<file path="src/rtl/uart_pkt_ctrl.sv">
// Packet framer between a UART receiver and the BNN loader: SYNC, CMD, LEN, payload, XOR checksum.
// A good packet is buffered and then drained to the loader with valid/ready handshaking.
module uart_pkt_ctrl #(
    parameter int         MAX_LEN = 16,
    parameter logic [7:0] SYNC    = 8'hA5
) (
    input  logic       baud_clk,
    input  logic       rst,
    input  logic [7:0] rx_data,
    input  logic       rx_valid,
    input  logic       rx_frame_err,
    output logic       rts,
    output logic [7:0] out_data,
    output logic       out_valid,
    input  logic       out_ready,
    output logic [1:0] pkt_cmd,
    output logic       pkt_done,
    output logic       pkt_err,
    output logic [1:0] err_code
);

    localparam int IW = (MAX_LEN > 1) ? $clog2(MAX_LEN) : 1;

    typedef enum logic [2:0] {
        S_IDLE, S_CMD, S_LEN, S_PAY, S_CHK, S_DRAIN
    } state_e;

    state_e          state_q, state_d;
    logic [1:0]      cmd_q, cmd_d;
    logic [7:0]      len_q, len_d;
    logic [7:0]      chk_q, chk_d;
    logic [IW-1:0]   wr_q, wr_d;
    logic [IW-1:0]   rd_q, rd_d;
    logic            done_q, done_d;
    logic            err_q, err_d;
    logic [1:0]      code_q, code_d;
    logic            wr_en;
    logic            fail;
    logic [1:0]      fail_code;
    logic [7:0]      mem_q [MAX_LEN];

    always_ff @(posedge baud_clk or posedge rst) begin
        if (rst) state_q <= S_IDLE;
        else     state_q <= state_d;
    end

    // Next state and datapath; a frame error outranks every content check.
    always_comb begin
        state_d   = state_q;
        cmd_d     = cmd_q;
        len_d     = len_q;
        chk_d     = chk_q;
        wr_d      = wr_q;
        rd_d      = rd_q;
        done_d    = 1'b0;
        err_d     = 1'b0;
        code_d    = code_q;
        wr_en     = 1'b0;
        fail      = 1'b0;
        fail_code = 2'd0;
        case (state_q)
            S_IDLE: begin
                if (rx_valid && !rx_frame_err && rx_data == SYNC) begin
                    state_d = S_CMD;
                    chk_d   = 8'd0;
                    wr_d    = '0;
                    rd_d    = '0;
                end
            end
            S_CMD, S_LEN, S_PAY, S_CHK: begin
                if (rx_valid) begin
                    if (rx_frame_err) begin
                        fail      = 1'b1;
                        fail_code = 2'd1;
                    end else begin
                        case (state_q)
                            S_CMD: begin
                                if (rx_data[7:2] == 6'd0) begin
                                    cmd_d   = rx_data[1:0];
                                    chk_d   = chk_q ^ rx_data;
                                    state_d = S_LEN;
                                end else begin
                                    fail      = 1'b1;
                                    fail_code = 2'd2;
                                end
                            end
                            S_LEN: begin
                                if (rx_data != 8'd0 && int'(rx_data) <= MAX_LEN) begin
                                    len_d   = rx_data;
                                    chk_d   = chk_q ^ rx_data;
                                    state_d = S_PAY;
                                end else begin
                                    fail      = 1'b1;
                                    fail_code = 2'd2;
                                end
                            end
                            S_PAY: begin
                                wr_en = 1'b1;
                                chk_d = chk_q ^ rx_data;
                                if (8'(wr_q) == len_q - 8'd1) state_d = S_CHK;
                                else                          wr_d    = wr_q + IW'(1);
                            end
                            default: begin
                                if (rx_data == chk_q) begin
                                    state_d = S_DRAIN;
                                    rd_d    = '0;
                                end else begin
                                    fail      = 1'b1;
                                    fail_code = 2'd3;
                                end
                            end
                        endcase
                    end
                end
            end
            S_DRAIN: begin
                if (out_ready) begin
                    if (8'(rd_q) == len_q - 8'd1) begin
                        state_d = S_IDLE;
                        done_d  = 1'b1;
                    end else begin
                        rd_d = rd_q + IW'(1);
                    end
                end
            end
            default: state_d = S_IDLE;
        endcase
        if (fail) begin
            state_d = S_IDLE;
            err_d   = 1'b1;
            code_d  = fail_code;
        end
    end

    always_ff @(posedge baud_clk or posedge rst) begin
        if (rst) begin
            cmd_q  <= 2'd0;
            len_q  <= 8'd0;
            chk_q  <= 8'd0;
            wr_q   <= '0;
            rd_q   <= '0;
            done_q <= 1'b0;
            err_q  <= 1'b0;
            code_q <= 2'd0;
        end else begin
            cmd_q  <= cmd_d;
            len_q  <= len_d;
            chk_q  <= chk_d;
            wr_q   <= wr_d;
            rd_q   <= rd_d;
            done_q <= done_d;
            err_q  <= err_d;
            code_q <= code_d;
        end
    end

    // Payload storage needs no reset: it is only read in DRAIN, after a full fill.
    always_ff @(posedge baud_clk) begin
        if (wr_en) mem_q[wr_q] <= rx_data;
    end

    always_comb begin
        rts       = (state_q != S_DRAIN);
        out_valid = (state_q == S_DRAIN);
        out_data  = (state_q == S_DRAIN) ? mem_q[rd_q] : 8'd0;
        pkt_cmd   = cmd_q;
        pkt_done  = done_q;
        pkt_err   = err_q;
        err_code  = code_q;
    end

endmodule

</file>
<file path="config.mk">
export PLATFORM = sky130hd
export DESIGN_NAME = uart_pkt_ctrl
export DESIGN_NICKNAME = d
export VERILOG_FILES = /design/src/rtl/uart_pkt_ctrl.sv
export SDC_FILE = /design/constraint.sdc
export NUM_CORES = 1
export LEC_CHECK = 0
export ABC_CLOCK_PERIOD_IN_PS = 3300
export BUFFER_PORTS_ARGS = -buffer_cell sky130_fd_sc_hd__buf_4
export CAP_MARGIN = 10
export CORE_ASPECT_RATIO = 2
export CORE_UTILIZATION = 40
export DETAILED_ROUTE_END_ITERATION = 6
export PLACE_DENSITY = 0.54
export RECOVER_POWER = 50
export SLEW_MARGIN = 20
export SYNTH_ARGS = -nofsm -noshare
export SYNTH_HDL_FRONTEND = slang
export SYNTH_SLANG_ARGS = --single-unit
export TNS_END_PERCENT = 10
</file>
<file path="constraint.sdc">
create_clock -name baud_clk -period 3.3 [get_ports baud_clk]
set_input_delay 0.495 -clock baud_clk [delete_from_list [all_inputs] [get_ports baud_clk]]
set_output_delay 0.495 -clock baud_clk [all_outputs]
set_load 0.005 [all_outputs]
</file>
==> results.yml <==
worst_setup_path:
  worst_ep_required_time_ns: 2.80
  crit_slowest_cell: "dfrtp_2"
  crit_path_end_kind: "primary output"
  critical_path_arrival_ns: 2.60
  max_stage_delay_ns: 0.55
  crit_path_start_kind: "flop"
  crit_chain: "buf_4 > mux4_2 > mux4_2 > and2_1 > buf_4"
  path_delay_family: "multiplexers"
  critPathKind: "reg2out"
  crit_buf_inv: 2
  critPathMaxFanout: 9
synth:
  synth_area_um2: 7080
  syn_avg_cell_area_um2: 16.0
  synthDistinctLibCells: 58
  yosysTopAreaCellShare_pct: 54.3
  synth_edf_count: 128
  synthCells: 443
  syn_nets: 462
  yosysTopAreaCell: "edfxtp_1"
  async_reset_ff_share_pct: 20.5
  yosys_warnings: 0
  ys_ff_latch: 161
  synthFlopType: "edfxtp_1"
  synthTopCellsByArea: "edfxtp_1 (54%), mux4_2 (13%), dfrtp_1 (12%)"
  synth-seq-area-share_pct: 65.9
route:
  wl_per_cell_um: 22.4
  drtPass1Iterations: 4
  via_per_inst: 5.50
  antenna_left: 0
  vias: 3951
  drc_errors: 0
  wl_um: 16100
  drt_iter0_drc: 243
sta:
  fin_crit_sh_pct: 93.8
  slew_viol_final: 34
  rsz0062_at_grt: "no"
  finalSetupViolCount: 0
  fin_crit_ns: 3.09
  tightestPinTransition_ns: 1.97
  fmax_ghz: 0.323
  hold_viol_final: 0
  slew_headroom_pct: -31.3
  finalSetupTns_ns: 0
  skew_ns: 0.0101
  hold_ws_ns: 0.308
cts:
  insertion_delay_ns: 0.42
  clk_pin_slew_ns: 0.07
  clockBufferDepth: 2
  cts_sinks: 161
  cts_tree: "done"
  post_cts_buffers: 0
  numCtsBuffers: 17
  cts.htree.levels: 4
  cts-hold-fix-buffers: 0
  cts_resized: 0
  root_buffer: "clkbuf_16"
floorplan:
  dieArea_um2: 18300
  die_w_um: 96.1
  design.core.area_um2: 17300
  die-height_um: 190
  start_util_pct: 41.0
  num_rows: 68
  io_pins: 29
placed_design:
  gp_congestion: 0.793
  port_buffers: 28
  place_hpwl_um: 11200
layout:
  layout_common_cells: "edfxtp_1 (128), mux4_2 (40), buf_4 (37)"
  drive_gt1_share_pct: 25.4
  area_growth_pct: 16.1
  final_common_cell: "edfxtp_1"
  layout.nets: 514
  n_antenna_cell: 0
global_routing:
  grt_max_degree: 37
  grt.total_usage_pct: 19.6
  grt_use_met2_pct: 36.9
  overflow: 0
  use_met1_pct: 20.5
  grt.busiest_layer: "met2"
  antenna_found_initial: 0
  grt_pass1_wl_um: 24900
  met3_usage_pct: 2.76
  grt_pass1_vias: 4283
power_and_ir_drop:
  peakVddDrop_mv: 0.390
  powerDensity_nw_per_um2: 663
  power.leakage_uw: 0.00286
status:
  violations: "max-capacitance violations, max-slew violations"
  status: "finished, violations left"
run:
  cap_violations: 1
min_path:
  hold_path.class: "in2reg"
[metrics by stage]
stage / utilization (%) / total power, uW / std cells / area [um2] / setup slack, ns
global route: 47.6 / 5710 / 718 / 8220 / 0.0905
finish: 47.6 / 5450 / 718 / 8220 / 0.206
CTS: 47.8 / 5520 / 718 / 8250 / 0.145
floorplan: - / 3280 / 443 / 7080 / 0.651
detailed placement: 44.5 / 3620 / 686 / 7680 / 0.604
global placement: 44.5 / 3580 / 686 / 7680 / 0.607
[routing by layer]
layer  wire, um  up-vias  part of all wire [%]
li1           -     1825                     -
met1       5670     2026                    35
met2       9560       75                    59
met3        367       25                   2.3
met4        511        0                   3.2
met5          0        -                     0
[worst register-to-register path, stage by stage (launching register included)]
cell and delay, ns:
dfrtp_1 0.48, inv_1 0.08, ha_1 0.24, xnor2_1 0.27, xnor2_1 0.16, and4_1 0.20
a31oi_1 0.13, nor4_1 0.53, o21ai_1 0.15, a221o_1 0.36
[power breakdown]
| group | switching, uW | internal (uW) | leakage (uW) | total (uW) |
|---|---|---|---|---|
| combinational | 583 | 498 | 0.00101 | 1080 |
| sequential | 156 | 2320 | 0.00158 | 2470 |
| clock | 782 | 1110 | 0.000269 | 1900 |
[worst paths after layout]
| path | startpoint | endpoint | slack [ns] | depth (start not counted) |
|---|---|---|---|---|
| setup reg to reg | len_q[0] | state_q[2] | 0.60 | 9 |
| setup / recovery | rd_q[0] | out_data[1] | 0.21 | 5 |
| hold reg to reg | len_q[6] | len_q[6] | 0.49 | 1 |
| min in group asynchronous | rst | pkt_done | 0.77 | 3 |
| hold / removal | rx_frame_err | err_code[1] | 0.31 | 2 |
| max in group asynchronous | rst | rd_q[0] | 1.26 | 3 |
[synth_stat cells (all sizes together) (2+ instances only)]
master,count
xnor2,11
nand2b,15
a22o,2
ha,6
or2,2
clkbuf,17
mux2,8
a21o,3
o31ai,2
dfrtp,33
edfxtp,128
a31oi,4
or3,2
buf,4
nor4b,3
and3,3
a21oi,6
nand4,3
inv,15
mux4,40
mux2i,2
o21ai,26
nand3,4
nand2,13
xor2,5
nor4,6
o22ai,3
nor2,33
o21a,4
nand3b,2
nor3,9
and2,12
[state kept, by name, indices dropped and copies added, names as in the netlist]
| register | cells |
|---|---|
| pkt_cmd | 2 |
| mem_q | 128 |
| state_q | 3 |
| rd_q | 4 |
| wr_q | 4 |
| len_q | 8 |
| pkt_err | 1 |
| pkt_done | 1 |
| err_code | 2 |
| chk_q | 8 |
[kinds of logic after synthesis]
kind of cell             Yosys count  share of synthesized area, %
flip-flops                       161                          65.9
AND/OR/NAND/NOR                  114                          9.08
AO/OA/AOI/OAI                     59                          5.35
multiplexers                      50                          14.3
buffers and inverters             36                          1.98
XOR/XNOR                          17                          2.30
adder cells (fa/ha/maj)            6                          1.06
[cell type report]
class                   count  area [um2]
clock buffers              19         433
clock inverters            13         140
fillers                  1534        9050
inverters                  15        56.3
multi-input cells         246        2270
flip-flops and latches    161        4670
well taps                 210         263
repair buffers             54         384
Note: power is estimated with default switching activity, not from simulation.
